### config.mk
export PLATFORM = sky130hd
export DESIGN_NAME = rf_wb_arbiter
export DESIGN_NICKNAME = d
export VERILOG_FILES = /design/src/rtl/rf_wb_pkg.sv /design/src/rtl/rf_rr_arb.sv /design/src/rtl/rf_wb_arbiter.sv
export SDC_FILE = /design/constraint.sdc
export NUM_CORES = 1
export LEC_CHECK = 0
export ABC_AREA = 1
export ABC_CLOCK_PERIOD_IN_PS = 2400
export CAP_MARGIN = 20
export CORE_UTILIZATION = 36
export CTS_BUF_LIST = sky130_fd_sc_hd__clkbuf_8
export CTS_CLUSTER_SIZE = 8
export DETAILED_ROUTE_END_ITERATION = 6
export PLACE_DENSITY = 0.82
export SLEW_MARGIN = 30
export SYNTH_ARGS = -nofsm -noshare
export SYNTH_HDL_FRONTEND = slang
export SYNTH_HIERARCHICAL = 1
export SYNTH_SLANG_ARGS = --single-unit
export TNS_END_PERCENT = 5
### constraint.sdc
create_clock -name clk -period 2.4 [get_ports clk]
set_clock_uncertainty 0.15 [all_clocks]
set_input_delay 0.48 -clock clk [delete_from_list [all_inputs] [get_ports clk]]
set_output_delay 0.48 -clock clk [all_outputs]
set_load 0.1 [all_outputs]
### src/rtl/rf_wb_pkg.sv
// Shared definitions for the register-file write-back arbiter.
//   RF_AW / RF_DW : default register address / data widths (match the RF)
//   RF_DEPTH      : number of architectural registers (2**RF_AW)
//   clog2w()      : index width that never collapses to zero bits (n=1 -> 1)
//   wb_req_t      : one write-back request {wa, wd} at the default widths
package rf_wb_pkg;

  localparam int RF_AW    = 5;
  localparam int RF_DW    = 32;
  localparam int RF_DEPTH = 2**RF_AW;

  function automatic int clog2w(input int n);
    return (n <= 1) ? 1 : $clog2(n);
  endfunction

  typedef struct packed {
    logic [RF_AW-1:0] wa;
    logic [RF_DW-1:0] wd;
  } wb_req_t;

endpackage

### src/rtl/rf_rr_arb.sv
// Round-robin arbiter for the write-back sources.
// The search starts one past the last granted index and wraps modulo N.
// The pointer moves to the granted index only when advance is high.
// Ports:
//   clk, rstn    clock, async active-low reset (pointer resets to N-1)
//   req [N]      requests (already masked by stall/reset upstream)
//   advance      a grant was accepted this cycle
//   gnt [N]      one-hot grant or zero
//   idx [GW]     index of the granted requester (0 when none)
module rf_rr_arb
  import rf_wb_pkg::*;
#(
  parameter int N = 3,
  localparam int GW = clog2w(N)
) (
  input  logic          clk,
  input  logic          rstn,
  input  logic [N-1:0]  req,
  input  logic          advance,
  output logic [N-1:0]  gnt,
  output logic [GW-1:0] idx
);

  logic [GW-1:0] ptr_q, ptr_d;
  logic          found;
  int            cand;

  always_comb begin
    gnt   = '0;
    idx   = '0;
    found = 1'b0;
    cand  = 0;
    for (int i = 1; i <= N; i++) begin
      cand = int'(ptr_q) + i;
      if (cand >= N) cand = cand - N;
      if (!found && req[cand]) begin
        gnt[cand] = 1'b1;
        idx       = GW'(cand);
        found     = 1'b1;
      end
    end
  end

  assign ptr_d = advance ? idx : ptr_q;

  always_ff @(posedge clk or negedge rstn) begin
    if (!rstn) ptr_q <= GW'(N - 1);
    else       ptr_q <= ptr_d;
  end

endmodule

### src/rtl/rf_wb_arbiter.sv
// Register-file write-port arbiter: NREQ write-back sources share one RF
// write port through a round-robin grant and a single registered stage.
// Optional pending-write scoreboard enabled by defining RF_WB_SCOREBOARD_EN.
// Ports:
//   clk, rstn              clock, async active-low reset
//   req_valid/req_ready    per-source handshake (ready one-hot or zero)
//   req_wa/req_wd          packed per-source address/data, slice i = [i*W +: W]
//   rf_stall               RF port busy: hold the stage, grant nothing
//   rf_we/rf_wa/rf_wd      registered RF write port
//   grant_id               source of the write currently on rf_*
//   claim_valid/claim_wa   (scoreboard) reserve a destination register
//   busy                   (scoreboard) pending-write vector
module rf_wb_arbiter
  import rf_wb_pkg::*;
#(
  parameter int NREQ = 3,
  parameter int AW   = RF_AW,
  parameter int DW   = RF_DW,
  localparam int GW  = clog2w(NREQ)
) (
  input  logic             clk,
  input  logic             rstn,
  input  logic [NREQ-1:0]    req_valid,
  output logic [NREQ-1:0]    req_ready,
  input  logic [NREQ*AW-1:0] req_wa,
  input  logic [NREQ*DW-1:0] req_wd,
  input  logic             rf_stall,
  output logic             rf_we,
  output logic [AW-1:0]    rf_wa,
  output logic [DW-1:0]    rf_wd,
  output logic [GW-1:0]    grant_id
`ifdef RF_WB_SCOREBOARD_EN
  ,
  input  logic             claim_valid,
  input  logic [AW-1:0]    claim_wa,
  output logic [2**AW-1:0] busy
`endif
);

  logic [NREQ-1:0] arb_req, gnt;
  logic [GW-1:0]   idx;
  logic            advance;
  logic [AW-1:0]   sel_wa;
  logic [DW-1:0]   sel_wd;

  logic            we_q, we_d;
  logic [AW-1:0]   wa_q, wa_d;
  logic [DW-1:0]   wd_q, wd_d;
  logic [GW-1:0]   id_q, id_d;

  // Gating with rstn keeps ready low while reset is asserted.
  assign arb_req   = (rstn && !rf_stall) ? req_valid : '0;
  assign req_ready = gnt;
  assign advance   = |gnt;

  rf_rr_arb #(.N(NREQ)) u_arb (
    .clk     (clk),
    .rstn    (rstn),
    .req     (arb_req),
    .advance (advance),
    .gnt     (gnt),
    .idx     (idx)
  );

  always_comb begin
    sel_wa = '0;
    sel_wd = '0;
    for (int i = 0; i < NREQ; i++) begin
      if (gnt[i]) begin
        sel_wa = req_wa[i*AW +: AW];
        sel_wd = req_wd[i*DW +: DW];
      end
    end
  end

  // Stage empties every unstalled cycle; writes to r0 are accepted but
  // never raise we.
  always_comb begin
    we_d = we_q;
    wa_d = wa_q;
    wd_d = wd_q;
    id_d = id_q;
    if (!rf_stall) begin
      we_d = advance && (sel_wa != '0);
      if (advance) begin
        wa_d = sel_wa;
        wd_d = sel_wd;
        id_d = idx;
      end
    end
  end

  always_ff @(posedge clk or negedge rstn) begin
    if (!rstn) begin
      we_q <= 1'b0;
      wa_q <= '0;
      wd_q <= '0;
      id_q <= '0;
    end else begin
      we_q <= we_d;
      wa_q <= wa_d;
      wd_q <= wd_d;
      id_q <= id_d;
    end
  end

  assign rf_we    = we_q;
  assign rf_wa    = wa_q;
  assign rf_wd    = wd_q;
  assign grant_id = id_q;

`ifdef RF_WB_SCOREBOARD_EN
  logic [2**AW-1:0] busy_q, busy_d;

  // A write only lands when the RF is not stalled; a same-cycle claim of
  // the same register wins because a newer producer is outstanding.
  always_comb begin
    busy_d = busy_q;
    if (we_q && !rf_stall) busy_d[wa_q] = 1'b0;
    if (claim_valid)       busy_d[claim_wa] = 1'b1;
    busy_d[0] = 1'b0;
  end

  always_ff @(posedge clk or negedge rstn) begin
    if (!rstn) busy_q <= '0;
    else       busy_q <= busy_d;
  end

  assign busy = busy_q;
`endif

endmodule
## Word-level counts from Yosys, hierarchy flattened

Index checks and enable logic that the tools add are counted.

| storage, ports and cells | value |
|---|---|
| register bits | 42 |
| bits in latches | 0 |
| RAM bits | 0 |
| ROM bits | 0 |
| input bits | 117 |
| output and inout bits | 43 |
| logic and storage cells | 69 |
| memories | 0 |

| cells by class | value |
|---|---|
| add/subtract/negate cells | 6 |
| multiply operators | 0 |
| divide/modulo/power cells | 0 |
| $lt $le $gt $ge | 9 |
| equal/unequal tests | 0 |
| shift operators | 0 |
| mux-type cells | 33 |
| bitwise gates (word level) | 3 |
| reduce and logical (&&, ||, !) cells | 13 |

Operators with widths:

| operator | count |
|---|---|
| $mux W32 | 6 |
| $ge A32 B1 Y1 const B | 3 |
| $ge A32 B3 Y1 const B | 3 |
| $lt A32 B4 Y1 const B | 3 |
| $sub A32 B3 Y32 const B | 3 |
| $mux W5 | 3 |
| $mux W3 | 4 |
| $mux W1 | 11 |
| $logic_and A1 B1 Y1 | 7 |
| $add A2 B2 Y3 const B | 2 |
| $bmux W1 S2 | 3 |
| $demux W1 S2 | 3 |
| $mux W2 | 3 |
| $or A3 B3 Y3 | 2 |
| $reduce_bool A5 Y1 | 1 |
| $add A2 B1 Y3 const B | 1 |
| $logic_not A1 Y1 | 3 |
| $reduce_or A3 Y1 | 1 |
| $reduce_and A2 Y1 | 1 |
| $not A1 Y1 | 1 |

## Logic depth before layout (Yosys ltp)

| logic depth | value |
|---|---|
| word-level depth | 18 |
| mapped depth | 20 |
| mapped depth without buffers | 19 |

## Modules after synthesis

Netlist, hierarchy kept.

Modules (own cells, without submodules):

| module | instances | cells an instance | area each (sq um) | seq. area each (sq um) |
|---|---|---|---|---|
| rf_wb_arbiter | 1 | 316 | 2,323.5 | 1,001.0 |
| rf_rr_arb | 1 | 72 | 424.2 | 51.3 |

## Least setup slack after synthesis

Ideal clock, no wire load.

| timing path | value |
|---|---|
| path type | reg2reg |
| start | reg u_arb.ptr_q[1] |
| end | reg wa_q[2], in the netlist rf_wa[2] |
| library setup time | 129 ps |
| arrival | 3,789 ps |
| data required time | 2,121 ps |
| slack | -1,668 ps |
| stages on the path, launching flop included | 20 |
| buffers on the path | 5 |
| period minus slack after synthesis | 4,068 ps |
| cells stage by stage | dfstp_2 > inv_1 > ha_1 > buf_6 > inv_6 > nand2_1 > nand2_1 > nand2_1 > nand2_2 > nand3_2 > o21ai_1 > buf_6 > inv_4 > buf_6 > nand3_4 > nand2_4 > buf_6 > buf_6 > nand2_1 > o21ai_0 |

| on the way | value |
|---|---|
| elaborated cells between the ends (all ways) | 52 |
| classes of those cells | 6 x add/sub; 9 x order compare; 26 x mux; 2 x bitwise; 9 x reduce/logical |

RTL lines:

| what | line | text |
|---|---|---|
| start: declaration | rf_rr_arb.sv:24 | `logic [GW-1:0] ptr_q, ptr_d;` |
| start signal: assignment | rf_rr_arb.sv:47 | `if (!rstn) ptr_q <= GW'(N - 1);` |
| start signal: assignment | rf_rr_arb.sv:48 | `else ptr_q <= ptr_d;` |
| parallel branches: the longest is 12 deep, another holds $sub A32 B3 Y32 | -- |  |
| $mux W3 * | rf_rr_arb.sv:36 | `if (!found && req[cand]) begin` |
| named net req_ready[2] | rf_wb_arbiter.sv:24 | `output logic [NREQ-1:0] req_ready,` |
| $reduce_or A3 Y1 * | rf_wb_arbiter.sv:54 | `assign advance = \|gnt;` |
| named net advance | rf_wb_arbiter.sv:42 | `logic advance;` |
| $reduce_and A2 Y1 (no line) * | -- |  |
| end signal: assignment | rf_wb_arbiter.sv:101 | `wa_q <= wa_d;` |
| end: declaration | rf_wb_arbiter.sv:47 | `logic [AW-1:0] wa_q, wa_d;` |

Mark *: on every way through the listed nets, which the timed path passes. The select of a mux whose other input is x is not followed.
A chain may end at the register's enable or synchronous reset.

## Worst setup path after layout

| timing path | value |
|---|---|
| start | in req_valid[2] |
| end | out req_ready[0] |

| on the way | value |
|---|---|
| longest elaborated chain between the ends | 11 |
| elaborated cells between the ends (all ways) | 21 |
| classes of those cells | 15 x mux; 2 x bitwise; 4 x reduce/logical |

RTL lines:

| what | line | text |
|---|---|---|
| start: declaration | rf_wb_arbiter.sv:23 | `input logic [NREQ-1:0] req_valid,` |
| $mux W3 * | rf_wb_arbiter.sv:52 | `assign arb_req = (rstn && !rf_stall) ? req_valid : '0;` |
| named net arb_req[2] | rf_wb_arbiter.sv:40 | `logic [NREQ-1:0] arb_req, gnt;` |
| $bmux W1 S2 | rf_rr_arb.sv:36 |  |
| $mux W1 (implied by the code) (2 in series) | rf_rr_arb.sv:36 |  |
| $mux W1 | rf_rr_arb.sv:36 |  |
| $logic_not A1 Y1 | rf_rr_arb.sv:36 |  |
| $logic_and A1 B1 Y1 | rf_rr_arb.sv:36 |  |
| $mux W1 | rf_rr_arb.sv:36 |  |
| $logic_not A1 Y1 | rf_rr_arb.sv:36 |  |
| $logic_and A1 B1 Y1 | rf_rr_arb.sv:36 |  |
| $mux W3 * | rf_rr_arb.sv:36 |  |
| end: declaration | rf_wb_arbiter.sv:24 |  |

Mark *: on every way through the listed nets, which the timed path passes. The rest lies on a longest branch. The select of a mux whose other input is x is not followed.

==> summary.txt <==
Worst setup path
  • Worst reg2reg startpoint: u_arb/ptr_q[1]$_DFFE_PN1P_
  • Worst setup SP type: primary input
  • Crit path capture: req_ready[0]
  • Crit path kind: primary input to output pin
  • FF-to-FF End: rf_we$_DFFE_PN0N_
  • CP max FO: 3
  • CP Capture Type: output pin
  • Req. time, crit path: 1.77 ns
  • R2r worst-path depth: 18
  • R2r setup slk: -0.25 ns
  • CP Launch Point: req_valid[2]
  • Data arrival, critical path: about 2.2 ns

Synthesis
  • Async set or reset register ratio after synthesis: 100%
  • Syn_area_per_cell: slightly above 7 sq um
  • Yosys reg bits: 42
  • Synth cell types: 28
  • Synthesized instance count: 388
  • Syn Nets: 510
  • YS warnings: 6
  • Most used DFF post-synth: dfrtp_1
  • Post-synth EDFFs: 0
  • Post-synthesis sequential area ratio: 38.3%
  • Mapped cell area: 0.00275 sq mm

Place
  • Routability cong.: 0.936
  • I/O Buffers: 159
  • Placed insts: ~670
  • Area after DPL: 0.00471 sq mm
  • DP HPWL: between 7000 and 8000 um

Power and ir drop
  • Final Power: 8100 uW
  • Lkg Pwr: between 0.002 and 0.0025 uW
  • Clock share of power: 5.6%
  • Psw: 4680 uW
  • Cell Pwr Density: 1630 mW/mm^2
  • Cell Int Power: 3420 uW
  • Flop pwr share: ~14%
  • Switching share of power: just under 60%
  • IR drop worst, VDD: around 1.1 mV
  • Combinational Power Share: 80.0%

STA
  • Setup-failing EPs final: 43
  • Slew Viols, Final: 0
  • Slew headroom: 64.5%
  • Peak Freq: 359 MHz
  • Final Hold Violating Endpoints: 0
  • RSZ-0062 raised after global routing: true
  • Worst-margin pin slew: 0.532 ns
  • Period utilization: 116%
  • Tmin final: around 2.8 ns
  • Fin Setup TNS: -9.04 ns
  • Final worst slack: -0.383 ns

Final layout
  • Layout cells sized above 1: between 20% and 30%
  • Post-Layout Inst Area: 0.00498 sq mm
  • Layout area overhead: 81.2%
  • Nets: 706
  • Commonest non-fill, non-tap cell in the layout: nand2_1
  • Layout filler cell count: 570
  • ANT cells: 0
  • Most frequent cells in the layout: 145 x nand2_1, 114 x clkdlybuf4s50_1, 79 x buf_4, 67 x a21oi_1, 41 x dfrtp_1
  • Filler-free cell count of the finished design: approximately 700

Drt
  • Drt first pass iters: 4
  • Post-DRT Antenna Nets: 0
  • Via density: around 4.9
  • WL/cell: around 14 um
  • Drt initial violations: 88
  • DRC viols: 0
  • Routed WL: between 9000 and 10000 um
  • Via count: approximately 3.4k

Floorplan
  • Die W: between 80 and 90 um
  • Initial Utilization: 37.5%
  • Core area: 0.00733 sq mm
  • Site row count: 31
  • # IOs: 160
  • Die H: 89.4 um
  • Overall die area: around 0.0080 sq mm

CTS
  • CTS Buf Count: 5
  • CTS H-tree lvls: 2
  • Clock Tree Root: clkbuf_8
  • TritonCTS clock tree: yes
  • Worst-Skew Late Latency: approximately 0.29 ns
  • Clock buffer depth: 2
  • CTS sink count: between 40 and 50
  • Clock transition at the registers of the reported paths: 0.08 ns
  • CTS Hold Bufs: 0

Status
  • Failing checks: setup timing
  • Status: finished, violations left

GRT
  • First-pass GRT wire length: 14300 um
  • Total gr overflow: 0
  • Initial antenna violation count: 0
  • Gr usage total: 23.1%
  • Vias in the first global route: 3131
  • Largest net degree at the start of global routing: 43

Min path
  • HP Class: primary input to asynchronous set/reset pin

Flow run
  • Max-cap violations: 0
-- worst min path at each step --
stage                               to  cells after the start  slack, ns
6_report         rf_wd[24]$_DFFE_PN0P_                      2       0.18
5_1_grt          rf_wd[24]$_DFFE_PN0P_                      2       0.22
4_1_cts          rf_wd[24]$_DFFE_PN0P_                      2       0.19
3_5_place_dp      rf_wd[7]$_DFFE_PN0P_                      2       0.32
3_3_place_gp     rf_wd[30]$_DFFE_PN0P_                      2       0.31
2_1_floorplan  grant_id[0]$_DFFE_PN0P_                      0       0.03
-- metal layers --
metal  up-vias  track usage (%)  routed length (um)
li1       1662                -                   -
met1      1529             27.0                3910
met2       132             42.6                4690
met3        27             4.06                 589
met4         0             7.79                 264
met5         -                0                   0
-- cell usage after synthesis (2+ instances only) --
| cell | number | area [sq um] |
|---|---|---|
| a21oi_1 | 69 | 345 |
| buf_2 | 6 | 30.0 |
| buf_6 | 11 | 124 |
| clkbuf_1 | 6 | 22.5 |
| dfrtp_1 | 41 | 1030 |
| ha_1 | 5 | 62.6 |
| inv_1 | 18 | 67.6 |
| nand2_1 | 154 | 578 |
| nand2_4 | 3 | 33.8 |
| nand3_1 | 12 | 60.1 |
| nand3_2 | 2 | 20.0 |
| nand4_1 | 2 | 12.5 |
| nor2_1 | 3 | 11.3 |
| o21ai_0 | 25 | 125 |
| o21ai_1 | 12 | 60.1 |
| o21ai_2 | 4 | 35.0 |
| or2_1 | 4 | 25.0 |
-- power by group through the flow --
stage / combinational, uW / sequential, uW / clock (uW)
floorplan: 2410 / 3020 / 0
global placement: 6100 / 1160 / 0
detailed placement: 6200 / 1170 / 0
CTS: 6440 / 1160 / 474
global route: 6890 / 1190 / 496
finish: 6480 / 1160 / 456
-- critical path, stage by stage --
cell and delay, ns:
clkdlybuf4s50_1 0.45, inv_1 0.05, nor2_2 0.15, inv_1 0.07, o21ai_2 0.18, nand2_1 0.14
nand3_4 0.15, inv_4 0.05, nand2_2 0.07, nand3_4 0.07, buf_6 0.13, buf_12 0.16
-- area by class of cell --
cell class / count / area, sq um / area share [%]
inverter: 21 / 91.3 / 1.83
multi-input combinational: 301 / 1560 / 31.3
clock inverter: 3 / 17.5 / 0.352
timing repair buffer: 213 / 2060 / 41.5
sequential: 42 / 1050 / 21.1
tap: 99 / 124 / 2.49
clock buffer: 5 / 68.8 / 1.38
-- kinds of logic (layout without fill, tap and decap cells) --
group	Yosys count	count (layout)	share of synthesized area [%]
compound gates	113	113	21.4
buf+inv	45	242	9.84
flops	42	42	38.3
simple gates	183	183	28.2
fa+ha+maj	5	5	2.28
-- through the flow --
step | utilization (%) | hold WS (ns) | setup slack [ns]
floorplan | - | 0.0344 | -0.734
global placement | 64.2 | 0.314 | -0.574
detailed placement | 64.2 | 0.316 | -0.673
CTS | 67.5 | 0.185 | -0.329
global route | 67.9 | 0.222 | -0.419
finish | 67.9 | 0.178 | -0.383
-- timing repair --
| item | 4_1_cts | 5_1_grt |
|---|---|---|
| buffers inserted | 9 | 2 |
| endpoints found under the setup margin | 45 | 45 |
| pin swaps | 11 | 6 |
| gates resized for setup | 32 | 7 |
-- registers in the layout (all words and copies together), names as in the netlist --
register and cells:
grant_id 2, rf_wa 5, rf_wd 32, rf_we 1
u_arb/ptr_q 2
No activity file was read; power rests on OpenSTA's default activity.
